--- src/rtl/clk_1mhz_monitor.sv ---
// Monitors the divided 1 MHz clock in the 50 MHz domain: half-period measurement, lock, error, stuck.
// Optional duty-cycle checker enabled by defining CLKMON_DUTY_EN (adds output dutyErrO).
module clk_1mhz_monitor #(
   parameter int HALF_NOM = 24,
   parameter int TOL      = 1,
   parameter int LOCK_CNT = 4,
   parameter int CNT_W    = 8
) (
   input  logic             clk50mhzI,
   input  logic             nRstI,
   input  logic             clkInI,
   input  logic             enI,
   input  logic             errClrI,
   output logic [CNT_W-1:0] halfLenO,
   output logic             halfValidO,
   output logic             lockO,
   output logic             errO,
`ifdef CLKMON_DUTY_EN
   output logic             dutyErrO,
`endif
   output logic             stuckO
);

   localparam int GOOD_W = $clog2(LOCK_CNT + 1);
   localparam logic [CNT_W-1:0]  CNT_MAX  = '1;
   localparam logic [CNT_W-1:0]  CNT_TO   = CNT_MAX - 1'b1;
   localparam logic [CNT_W-1:0]  LEN_LO   = CNT_W'(HALF_NOM - TOL);
   localparam logic [CNT_W-1:0]  LEN_HI   = CNT_W'(HALF_NOM + TOL);
   localparam logic [GOOD_W-1:0] GOOD_TOP = GOOD_W'(LOCK_CNT - 1);

   typedef enum logic [1:0] {IDLE, ACQ, TRACK, LOCKED} state_t;

   state_t            r_state;
   logic              r_s1, r_s2, r_s3;
   logic [CNT_W-1:0]  r_cnt;
   logic [GOOD_W-1:0] r_good;

   state_t            w_stateNxt;
   logic [CNT_W-1:0]  w_cntNxt, w_lenNxt, w_len;
   logic [GOOD_W-1:0] w_goodNxt;
   logic              w_edge, w_inRange, w_timeout;
   logic              w_validNxt, w_lockNxt, w_stuckNxt, w_errSet;

   assign w_edge    = r_s2 ^ r_s3;
   assign w_len     = (r_cnt == CNT_MAX) ? CNT_MAX : r_cnt + 1'b1;
   assign w_inRange = (w_len >= LEN_LO) && (w_len <= LEN_HI);
   // Fires on the cycle the counter steps onto its saturation value.
   assign w_timeout = !w_edge && (r_cnt == CNT_TO);

   always_comb begin
      w_stateNxt = r_state;
      w_cntNxt   = w_edge ? '0 : ((r_cnt == CNT_MAX) ? r_cnt : r_cnt + 1'b1);
      w_goodNxt  = r_good;
      w_lenNxt   = halfLenO;
      w_validNxt = 1'b0;
      w_lockNxt  = lockO;
      w_stuckNxt = stuckO & ~w_edge;
      w_errSet   = 1'b0;
      case (r_state)
         IDLE: begin
            w_cntNxt   = '0;
            w_goodNxt  = '0;
            w_lockNxt  = 1'b0;
            w_stuckNxt = 1'b0;
            if (enI) w_stateNxt = ACQ;
         end
         ACQ: begin
            if (w_edge) begin
               w_stateNxt = TRACK;
               w_goodNxt  = '0;
            end else if (w_timeout) begin
               w_stuckNxt = 1'b1;
               w_errSet   = 1'b1;
            end
         end
         TRACK, LOCKED: begin
            if (w_edge) begin
               w_lenNxt   = w_len;
               w_validNxt = 1'b1;
               if (w_inRange) begin
                  if (r_state == TRACK) begin
                     w_goodNxt = r_good + 1'b1;
                     if (r_good == GOOD_TOP) begin
                        w_stateNxt = LOCKED;
                        w_lockNxt  = 1'b1;
                     end
                  end
               end else begin
                  w_stateNxt = TRACK;
                  w_goodNxt  = '0;
                  w_lockNxt  = 1'b0;
                  w_errSet   = 1'b1;
               end
            end else if (w_timeout) begin
               w_stateNxt = ACQ;
               w_goodNxt  = '0;
               w_lockNxt  = 1'b0;
               w_stuckNxt = 1'b1;
               w_errSet   = 1'b1;
            end
         end
         default: w_stateNxt = IDLE;
      endcase
      // Disable overrides everything except the retained length and sticky error.
      if (!enI) begin
         w_stateNxt = IDLE;
         w_cntNxt   = '0;
         w_goodNxt  = '0;
         w_lenNxt   = halfLenO;
         w_validNxt = 1'b0;
         w_lockNxt  = 1'b0;
         w_stuckNxt = 1'b0;
         w_errSet   = 1'b0;
      end
   end

   always_ff @(posedge clk50mhzI) begin
      if (!nRstI) begin
         r_state    <= IDLE;
         r_s1       <= 1'b0;
         r_s2       <= 1'b0;
         r_s3       <= 1'b0;
         r_cnt      <= '0;
         r_good     <= '0;
         halfLenO   <= '0;
         halfValidO <= 1'b0;
         lockO      <= 1'b0;
         errO       <= 1'b0;
         stuckO     <= 1'b0;
      end else begin
         r_state    <= w_stateNxt;
         r_s1       <= clkInI;
         r_s2       <= r_s1;
         r_s3       <= r_s2;
         r_cnt      <= w_cntNxt;
         r_good     <= w_goodNxt;
         halfLenO   <= w_lenNxt;
         halfValidO <= w_validNxt;
         lockO      <= w_lockNxt;
         errO       <= w_errSet | (errO & ~errClrI);
         stuckO     <= w_stuckNxt;
      end
   end

`ifdef CLKMON_DUTY_EN
   logic [CNT_W-1:0] r_highLen, r_lowLen;
   logic             r_highVld, r_lowVld;
   logic [CNT_W-1:0] w_other, w_diff;
   logic             w_otherVld, w_dutySet, w_pairClr;

   // r_s2 low on an edge means a high half just ended, so compare against the stored low half.
   assign w_other    = r_s2 ? r_highLen : r_lowLen;
   assign w_otherVld = r_s2 ? r_highVld : r_lowVld;
   assign w_diff     = (w_len > w_other) ? w_len - w_other : w_other - w_len;
   assign w_dutySet  = w_validNxt && w_otherVld && (w_diff > CNT_W'(2 * TOL));
   assign w_pairClr  = (w_stateNxt == IDLE) || (w_stateNxt == ACQ);

   always_ff @(posedge clk50mhzI) begin
      if (!nRstI) begin
         r_highVld <= 1'b0;
         r_lowVld  <= 1'b0;
         dutyErrO  <= 1'b0;
      end else begin
         dutyErrO <= w_dutySet | (dutyErrO & ~errClrI);
         if (w_pairClr) begin
            r_highVld <= 1'b0;
            r_lowVld  <= 1'b0;
         end else if (w_validNxt && !r_s2) begin
            r_highVld <= 1'b1;
         end else if (w_validNxt) begin
            r_lowVld <= 1'b1;
         end
      end
   end

   always_ff @(posedge clk50mhzI) begin
      if (w_validNxt && !r_s2) r_highLen <= w_len;
      if (w_validNxt && r_s2)  r_lowLen  <= w_len;
   end
`endif

endmodule

--- config.mk ---
export PLATFORM = sky130hd
export DESIGN_NAME = clk_1mhz_monitor
export DESIGN_NICKNAME = d
export VERILOG_FILES = /design/src/rtl/clk_1mhz_monitor.sv
export SDC_FILE = /design/constraint.sdc
export NUM_CORES = 1
export LEC_CHECK = 0
export CORE_MARGIN = 3
export CORE_UTILIZATION = 30
export DETAILED_ROUTE_END_ITERATION = 10
export PLACE_DENSITY_LB_ADDON = 0.25
export SLEW_MARGIN = 20
export SYNTH_ARGS = -nofsm -noshare
export SYNTH_HDL_FRONTEND = slang
export SYNTH_SLANG_ARGS = --single-unit
--- constraint.sdc ---
create_clock -name clk50mhzI -period 4.5 [get_ports clk50mhzI]
set_input_delay 0.9 -clock clk50mhzI [delete_from_list [all_inputs] [get_ports clk50mhzI]]
set_output_delay 0.9 -clock clk50mhzI [all_outputs]
set_load 0.05 [all_outputs]
==> flow_metrics.env, run 1 <==
export IMPL_grt_util_all_layers_pct=11.1
export IMPL_antennaDiodeCount=0
export IMPL_drtPass1Iterations=4
export IMPL_place_congestion=0.769
export IMPL_cts_reportedPaths_clkPinSlew_ns=0.10
export IMPL_grt_max_degree=16
export IMPL_timing_hold_worst_start="r_s1"
export IMPL_synth_seq_cells=28
export IMPL_avgViaCountPerCell=5.25
export IMPL_final_hold_viol_count=0
export IMPL_yosys_cell_types_count=46
export IMPL_rows=24
export IMPL_min_period_over_period_pct=54.4
export IMPL_ys_async_sr_fraction_pct=0
export IMPL_critical_path_peak_fanout=12
export IMPL_h_tree_lvl_count=1
export IMPL_post_drt_wl_per_cell_um=12.9
export IMPL_final_wirelength_mm=2.96
export IMPL_y_dimension_of_the_die_um=74.9
export IMPL_placedInstanceArea_mm2=0.00161
export IMPL_floorplan_initialDensity_pct=31.8
export IMPL_end_kind="register"
export IMPL_status="finished clean"
export IMPL_synth_seq_area_share_pct=39.4
export IMPL_hpwl_mm=2.21
export IMPL_design_area_mm2=0.00166
export IMPL_synth_cells=166
export IMPL_worst_endpoint_arrival_ns=2.62
export IMPL_grt_pass1_vias=1082
export IMPL_totalNegativeSetupSlack_ns=0
export IMPL_cell_area_after_technology_mapping_mm2=0.00142
export IMPL_pin_count=17
export IMPL_timing_critical_path_required_ns=4.67
export IMPL_cts_buffers_inserted=3
export IMPL_fmax_mhz=409
export IMPL_drive_above_1_share_pct=7.87
export IMPL_report_power_total_w=0.000431
export IMPL_layout_commonest_cell="sky130_fd_sc_hd__nor2_1"
export IMPL_report_final_setup_viol=0
export IMPL_cts_sinks=28
export IMPL_hp_class="reg -> reg"
export IMPL_synthesis_nets=175
export IMPL_clock_skew_ns=0.00667
export IMPL_max_cap_viol_count=0
export IMPL_irDropWorstVdd_uv=225
export IMPL_layout_common_cells="sky130_fd_sc_hd__nor2_1 (31), sky130_fd_sc_hd__dfxtp_1 (28), sky130_fd_sc_hd__clkdlybuf4s50_1 (16)"
export IMPL_final_period_minus_worst_setup_slack_ns=2.45
export IMPL_final_critical_path_setup_slack_ns=2.05
export IMPL_cp_start_kind="register"
export IMPL_timing_final_max_slew_violations=0
export IMPL_worstSetupStartpoint="r_cnt[0]"
export IMPL_timing_slew_headroom_pct=65.5
export IMPL_synth_edf_count=0
export IMPL_dp_worst_setup_slack_ns=1.99
export IMPL_worst_setup_path_type="reg -> reg"
export IMPL_cts_repair_resize_count=0
export IMPL_worstSkewPairLatency_ns=0.27
export IMPL_r2r_start="r_cnt[0]"
export IMPL_grt_overflow_total=0
export IMPL_tritoncts="built"
export IMPL_fp_coreArea_mm2=0.00447
export IMPL_yosysWarnings=0
export IMPL_clk_path_buf_depth=2
export IMPL_detailroute_via_count=1208
export IMPL_die_w_um=74.9
export IMPL_initialDrtViolationCount=81
export IMPL_yosys_most_used_dff="sky130_fd_sc_hd__dfxtp_1"
export IMPL_syn_avg_cell_area_um2=8.58
export IMPL_port_buffer_count=16
export IMPL_route_antenna_remaining_nets=0
export IMPL_global_route_wire_length_before_repair_mm=4.92
export IMPL_power_leakage_nw=0.554
export IMPL_unrepaired_setup_endpoints_after_global_routing="false"
export IMPL_tightestPinTransition_ns=0.516
export IMPL_clockRootBuffer="sky130_fd_sc_hd__clkbuf_8"
export IMPL_final_nets=188
export IMPL_residual_drc=0
export IMPL_area_growth_synth_to_final_pct=16.6
export IMPL_power_per_cell_area_mw_per_mm2=260
export IMPL_cts_hold_repair_buffers=0
export IMPL_final_fill_count=456
export IMPL_setup_fix_bufs_post_cts=0
export IMPL_number_of_antenna_violations_at_the_first_check_in_global_routing=0
export IMPL_die_outline_area_mm2=0.00561
==> area by class of cell <==
| class | count | area, um2 | share of cell area (%) |
|---|---|---|---|
| multi-input cells | 123 | 793 | 47.8 |
| inverters | 7 | 26.3 | 1.58 |
| repair buffers | 16 | 160 | 9.65 |
| clock buffers | 4 | 55.1 | 3.32 |
| flip-flops and latches | 28 | 561 | 33.8 |
| well taps | 52 | 65.1 | 3.92 |
==> registers in the layout, summed over array words and instances, names as in the netlist <==
name        cells
errO            1
halfLenO        8
halfValidO      1
lockO           1
r_cnt           8
r_good          3
r_s1            1
r_s2            1
r_s3            1
r_state         2
stuckO          1
==> synth_stat cells (3+ instances only) <==
cell type | count | share of area [%]
sky130_fd_sc_hd__nor2_1 | 31 | 8.2
sky130_fd_sc_hd__dfxtp_1 | 28 | 39
sky130_fd_sc_hd__nand2_1 | 14 | 3.7
sky130_fd_sc_hd__a211oi_1 | 6 | 3.2
sky130_fd_sc_hd__a21oi_1 | 6 | 2.1
sky130_fd_sc_hd__and2_1 | 6 | 2.6
sky130_fd_sc_hd__inv_1 | 6 | 1.6
sky130_fd_sc_hd__buf_2 | 5 | 1.8
sky130_fd_sc_hd__nand3_1 | 5 | 1.8
sky130_fd_sc_hd__ha_1 | 4 | 3.5
sky130_fd_sc_hd__o21ai_0 | 3 | 1.1
sky130_fd_sc_hd__o22ai_1 | 3 | 1.3
sky130_fd_sc_hd__xnor2_1 | 3 | 1.8
sky130_fd_sc_hd__xor2_1 | 3 | 1.8
==> logic make-up (layout without fill, tap and decap cells) <==
family | count (synthesis) | in the layout | share of synthesized area (%)
and+or+nand+nor | 72 | 72 | 25.2
AOI/OAI and AO/OA | 39 | 39 | 21.9
DFF | 28 | 28 | 39.4
buffers and inverters | 15 | 27 | 4.92
xor gates and xnor gates | 6 | 6 | 3.69
adders and majority gates | 4 | 4 | 3.52
muxes | 2 | 2 | 1.41
==> worst paths after layout <==
check                           endpoint  slack [ns]  cells after the start
worst min-delay path                r_s2        0.44                      1
worst max register to register      errO        2.05                      7
worst max-delay path                errO        2.05                      7
worst min register to register      r_s2        0.44                      1
==> worst max-delay path, stage by stage, from the launching register on <==
cell                       delay [ns]
sky130_fd_sc_hd__dfxtp_1         0.54
sky130_fd_sc_hd__inv_1           0.14
sky130_fd_sc_hd__ha_1            0.44
sky130_fd_sc_hd__nor4b_1         0.38
sky130_fd_sc_hd__nor4_2          0.12
sky130_fd_sc_hd__a211oi_4        0.34
sky130_fd_sc_hd__a21oi_2         0.10
sky130_fd_sc_hd__a211o_1         0.29
==> stage by stage <==
step / hold WS (ns) / cells / utilization, %
final: 0.444 / 230 / 37.1
after global routing: 0.481 / 230 / 37.1
after CTS: 0.449 / 230 / 37.1
after detailed placement: 0.419 / 226 / 35.9
after global placement: 0.424 / 226 / 35.9
after floorplan: 0.412 / 166 / -
==> routing by layer <==
layer	wire length (um)	vias up	GRT usage (%)
li1	-	609	-
met1	1380	563	14.5
met2	1340	30	17.7
met3	187	6	3.60
met4	53	0	2.96
met5	0	-	0
==> where the power goes <==
part	internal [W]	switching, W	total, W
Sequential	0.000250	0.00000308	0.000253
Clock	0.0000783	0.0000784	0.000157
Combinational	0.00000882	0.0000124	0.0000212
No activity file was read; power rests on OpenSTA's default activity.
==> inputs of run 2 (changes only) <==
==> constraint.sdc (replaced) <==
create_clock -name clk50mhzI -period 2.26 [get_ports clk50mhzI]
set_input_delay 0.452 -clock clk50mhzI [delete_from_list [all_inputs] [get_ports clk50mhzI]]
set_output_delay 0.452 -clock clk50mhzI [all_outputs]
set_load 0.05 [all_outputs]
==> run 2 against run 1 <==
Core utilization up 1.6 points; via count down 1.3%; cell count up 2.6%; non-clock buffer count up 6; hold slack worse by 0.0057 ns; first-iteration DRC count down 26%; routed wire length down 1.0%; sequential share of layout area down 1.4 points; global-route usage up 0.53 points; worst setup slack worse by 1.9 ns; die area unchanged; flip-flop and latch count unchanged; critical endpoint unchanged; highest routed layer unchanged.
==> flow_metrics.env, run 2 (same netlist as run 1, synthesis figures left out) <==
export IMPL_clock_skew_ns=0.00421
export IMPL_port_buffer_count=16
export IMPL_cts_sinks=28
export IMPL_hpwl_mm=2.25
export IMPL_tightestPinTransition_ns=0.498
export IMPL_share_of_power_burned_in_combinational_logic_pct=5.0
export IMPL_tritoncts="built"
export IMPL_final_period_minus_worst_setup_slack_ns=2.12
export IMPL_cp_start_kind="register"
export IMPL_timing_critical_path_cells="ha_2 > nor4b_1 > nor4_2 > a211oi_4 > a21oi_2 > a211o_1"
export IMPL_layout_common_cells="sky130_fd_sc_hd__nor2_1 (31), sky130_fd_sc_hd__dfxtp_1 (28), sky130_fd_sc_hd__clkdlybuf4s50_1 (16)"
export IMPL_unrepaired_setup_endpoints_after_global_routing="false"
export IMPL_fp_coreArea_mm2=0.00447
export IMPL_worst_endpoint_arrival_ns=2.30
export IMPL_multi_input_comb_area_um2=805
export IMPL_drtPass1Iterations=4
export IMPL_cts_reportedPaths_clkPinSlew_ns=0.10
export IMPL_fin_worst_hold_slack_ns=0.438
export IMPL_detailroute_via_count=1192
export IMPL_regArea_um2=561
export IMPL_avgViaCountPerCell=5.05
export IMPL_clk_path_buf_depth=2
export IMPL_route_antenna_remaining_nets=0
export IMPL_crit_slowest_cell="sky130_fd_sc_hd__dfxtp_1"
export IMPL_irDropWorstVdd_uv=328
export IMPL_global_route_wire_length_before_repair_mm=5.04
export IMPL_cts_hold_repair_buffers=0
export IMPL_grt_pass1_vias=1076
export IMPL_min_period_over_period_pct=94.0
export IMPL_die_w_um=74.9
export IMPL_timing_critical_path_required_ns=2.43
export IMPL_grt_util_all_layers_pct=11.7
export IMPL_final_nets=194
export IMPL_totalNegativeSetupSlack_ns=0
export IMPL_timing_slew_headroom_pct=66.7
export IMPL_report_final_setup_viol=0
export IMPL_fmax_mhz=471
export IMPL_timing_final_max_slew_violations=0
export IMPL_worstSkewPairLatency_ns=0.27
export IMPL_power_per_cell_area_mw_per_mm2=543
export IMPL_rows=24
export IMPL_floorplan_initialDensity_pct=31.8
export IMPL_clockRootBuffer="sky130_fd_sc_hd__clkbuf_8"
export IMPL_post_drt_wl_per_cell_um=12.4
export IMPL_antennaDiodeCount=0
export IMPL_final_wirelength_mm=2.93
export IMPL_critical_path_n_buffers_inverters=0
export IMPL_largest_registers="halfLenO: 8 flops, r_cnt: 8 flops, r_good: 3 flops"
export IMPL_number_of_antenna_violations_at_the_first_check_in_global_routing=0
export IMPL_cell_internal_pwr_w=0.000755
export IMPL_h_tree_lvl_count=1
export IMPL_power_leakage_nw=0.585
export IMPL_cts_buffers_inserted=3
export IMPL_y_dimension_of_the_die_um=74.9
export IMPL_end_kind="register"
export IMPL_path_delay_family="compound AO/OA/AOI/OAI gates"
export IMPL_final_hold_viol_count=0
export IMPL_max_cap_viol_count=0
export IMPL_place_congestion=0.820
export IMPL_grt_overflow_total=0
export IMPL_hp_class="reg -> reg"
export IMPL_pwr_share_clk_pct=41.7
export IMPL_layout_commonest_cell="sky130_fd_sc_hd__nor2_1"
export IMPL_initialDrtViolationCount=60
export IMPL_critical_path_max_stage_delay_ns=0.47
export IMPL_switching_fraction_pct=19.8
export IMPL_grt_max_degree=17
export IMPL_die_outline_area_mm2=0.00561
export IMPL_worst_setup_path_type="reg -> reg"
export IMPL_area_growth_synth_to_final_pct=21.7
export IMPL_status="finished clean"
export IMPL_pin_count=17
export IMPL_residual_drc=0
export IMPL_setup_fix_bufs_post_cts=0
export IMPL_critical_path_peak_fanout=8
export IMPL_power_switching_w=0.000186
export IMPL_cts_repair_resize_count=0
export IMPL_drive_above_1_share_pct=12.5
export IMPL_final_fill_count=442
export IMPL_seqPwrFrac_pct=53.4
[run 2: worst paths after layout]
kind / start / end / slack [ns] / depth (start not counted)
worst max-delay path: r_cnt[1] / errO / 0.14 / 6
worst min-delay path: r_s1 / r_s2 / 0.44 / 1
worst max register to register: r_cnt[1] / errO / 0.14 / 6
worst min register to register: r_s1 / r_s2 / 0.44 / 1
[run 2: cell type report]
| cell class | instances | area share (%) |
|---|---|---|
| clock buffers | 3 | 2.38 |
| clock inverters | 1 | 1.73 |
| inverters | 7 | 1.52 |
| multi-input cells | 123 | 46.4 |
| flip-flops and latches | 28 | 32.3 |
| well taps | 52 | 3.75 |
| repair buffers | 22 | 11.8 |
[run 2: through the flow]
step                      area (um2)  cells  worst slack [ns]  util, %  power (W)
final                           1730    236             0.136     38.7   0.000941
after global routing            1730    236            0.0154     38.7   0.000988
after CTS                       1720    236            0.0630     38.5   0.000965
after detailed placement        1650    232            0.0806     36.9   0.000561
after global placement          1650    232             0.171     36.9   0.000560
after floorplan                 1420    166            0.0812        -   0.000540
[run 2: power by group through the flow]
stage	clock network, W	registers [W]	logic [W]
final	0.000392	0.000502	0.0000469
after global routing	0.000433	0.000504	0.0000512
after CTS	0.000416	0.000502	0.0000469
after detailed placement	0	0.000514	0.0000468
after global placement	0	0.000514	0.0000462
after floorplan	0	0.000514	0.0000267
[run 2: per-layer routing]
layer | share of wire [%] | GRT usage (%)
met5 | 0 | 0
met4 | 0.92 | 4.55
met3 | 5.1 | 2.14
met2 | 47 | 18.6
met1 | 47 | 15.6
==> inputs of run 3 (changes only) <==
--- a/config.mk
+++ b/config.mk
@@ -6,8 +6,9 @@
 export NUM_CORES = 1
 export LEC_CHECK = 0
 export CORE_MARGIN = 3
-export CORE_UTILIZATION = 30
+export CORE_UTILIZATION = 39
 export DETAILED_ROUTE_END_ITERATION = 10
+export HOLD_SLACK_MARGIN = 0.02
 export PLACE_DENSITY_LB_ADDON = 0.25
 export SLEW_MARGIN = 20
 export SYNTH_ARGS = -nofsm -noshare
==> run 3 against run 2 <==
Critical path depth increased by 1; clock power is 15% lower; power down 6.2%; design area fell by 1.0%; sequential share of layout area increased by 0.40 points; critical path type unchanged.
==> flow_metrics.env, run 3 (same netlist as run 1, synthesis figures left out) <==
export IMPL_final_wirelength_mm=2.93
export IMPL_clk_path_buf_depth=2
export IMPL_fin_worst_hold_slack_ns=0.456
export IMPL_route_antenna_remaining_nets=0
export IMPL_post_drt_wl_per_cell_um=12.7
export IMPL_report_final_setup_viol=0
export IMPL_die_outline_area_mm2=0.00441
export IMPL_place_congestion=0.830
export IMPL_cts_hold_repair_buffers=0
export IMPL_rows=21
export IMPL_power_per_cell_area_mw_per_mm2=515
export IMPL_power_leakage_nw=0.582
export IMPL_cts_buffers_inserted=3
export IMPL_layout_common_cells="sky130_fd_sc_hd__nor2_1 (31), sky130_fd_sc_hd__dfxtp_1 (27), sky130_fd_sc_hd__clkdlybuf4s50_1 (16)"
export IMPL_hpwl_mm=2.16
export IMPL_tritoncts="built"
export IMPL_cts_sinks=28
export IMPL_timing_hold_worst_start="r_s1"
export IMPL_totalNegativeSetupSlack_ns=0
export IMPL_y_dimension_of_the_die_um=66.4
export IMPL_grt_max_degree=17
export IMPL_final_util_pct=50.2
export IMPL_min_period_over_period_pct=96.7
export IMPL_worstSkewPairLatency_ns=0.34
export IMPL_detailroute_via_count=1200
export IMPL_initialDrtViolationCount=67
export IMPL_global_route_wire_length_before_repair_mm=5.10
export IMPL_hp_class="reg -> reg"
export IMPL_worstSetupStartpoint="r_cnt[0]"
export IMPL_final_nets=194
export IMPL_clock_skew_ns=0.0143
export IMPL_grt_overflow_total=0
export IMPL_area_growth_synth_to_final_pct=20.5
export IMPL_floorplan_initialDensity_pct=41.7
export IMPL_final_fill_count=337
export IMPL_end_kind="register"
export IMPL_fmax_mhz=458
export IMPL_irDropWorstVdd_uv=282
export IMPL_critical_path_peak_fanout=6
export IMPL_layout_commonest_cell="sky130_fd_sc_hd__nor2_1"
export IMPL_max_cap_viol_count=0
export IMPL_r2r_start="r_cnt[0]"
export IMPL_final_critical_path_setup_slack_ns=0.0750
export IMPL_pin_count=17
export IMPL_dp_worst_setup_slack_ns=0.0918
export IMPL_cp_start_kind="register"
export IMPL_timing_slew_headroom_pct=66.6
export IMPL_drtPass1Iterations=4
export IMPL_tightestPinTransition_ns=0.499
export IMPL_h_tree_lvl_count=1
export IMPL_antennaDiodeCount=0
export IMPL_final_period_minus_worst_setup_slack_ns=2.19
export IMPL_final_hold_viol_count=0
export IMPL_worst_setup_path_type="reg -> reg"
export IMPL_fp_coreArea_mm2=0.00342
export IMPL_status="finished clean"
export IMPL_grt_pass1_vias=1144
export IMPL_worst_endpoint_arrival_ns=2.44
export IMPL_timing_final_max_slew_violations=0
export IMPL_setup_fix_bufs_post_cts=0
export IMPL_cts_reportedPaths_clkPinSlew_ns=0.16
export IMPL_largest_registers="halfLenO: 8 flops, r_cnt: 8 flops, r_good: 3 flops"
export IMPL_grt_util_all_layers_pct=14.9
export IMPL_port_buffer_count=16
export IMPL_die_w_um=66.4
export IMPL_avgViaCountPerCell=5.22
export IMPL_residual_drc=0
export IMPL_clockRootBuffer="sky130_fd_sc_hd__clkbuf_4"
export IMPL_timing_critical_path_required_ns=2.51
export IMPL_drive_above_1_share_pct=13.6
export IMPL_number_of_antenna_violations_at_the_first_check_in_global_routing=0
[run 3: routing by layer]
metal	vias to the layer above	routed length, um	global-route usage (%)
met5	-	0	0
met4	0	37	5.33
met3	4	94	2.55
met2	24	1400	24.0
met1	552	1400	19.9
li1	620	-	-
[run 3: report_power, final]
part / internal (W) / total [W] / switching, W
Clock: 0.000180 / 0.000334 / 0.000154
Sequential: 0.000498 / 0.000503 / 0.00000500
Combinational: 0.0000201 / 0.0000465 / 0.0000263
Total: 0.000698 / 0.000883 / 0.000185
[run 3: area by class of cell]
cell class / count / area [um2] / area share (%)
repair buffers: 22 / 205 / 12.0
clock inverters: 1 / 30.0 / 1.75
well taps: 46 / 57.6 / 3.36
inverters: 7 / 26.3 / 1.53
flip-flops and latches: 28 / 562 / 32.7
multi-input cells: 123 / 812 / 47.3
clock buffers: 3 / 22.5 / 1.31
[run 3: metrics by stage]
stage,cells,cell area (um2),power [W]
finish,230,1720,0.000883
global route,230,1720,0.000907
CTS,230,1700,0.000892
detailed placement,226,1640,0.000559
global placement,226,1640,0.000559
floorplan,166,1420,0.000540
[run 3: critical path, cell delays in order, from the launching register on]
cell and delay, ns:
sky130_fd_sc_hd__dfxtp_1 0.39, sky130_fd_sc_hd__inv_1 0.08, sky130_fd_sc_hd__ha_2 0.43, sky130_fd_sc_hd__nand2b_4 0.06, sky130_fd_sc_hd__a311o_1 0.38, sky130_fd_sc_hd__a211oi_4 0.35
sky130_fd_sc_hd__a21oi_2 0.10, sky130_fd_sc_hd__a211o_1 0.31
[run 3: worst paths after layout]
check	endpoint	cells after the start	slack, ns
max reg2reg	errO	7	0.07
max	errO	7	0.07
min reg2reg	r_s2	1	0.46
min	r_s2	1	0.46
[run 3: what timing repair did]
item / in CTS / in global routing
setup endpoints to repair: 0 / 6
gates resized for setup: 0 / 5
endpoints found under the hold margin: 0 / 0
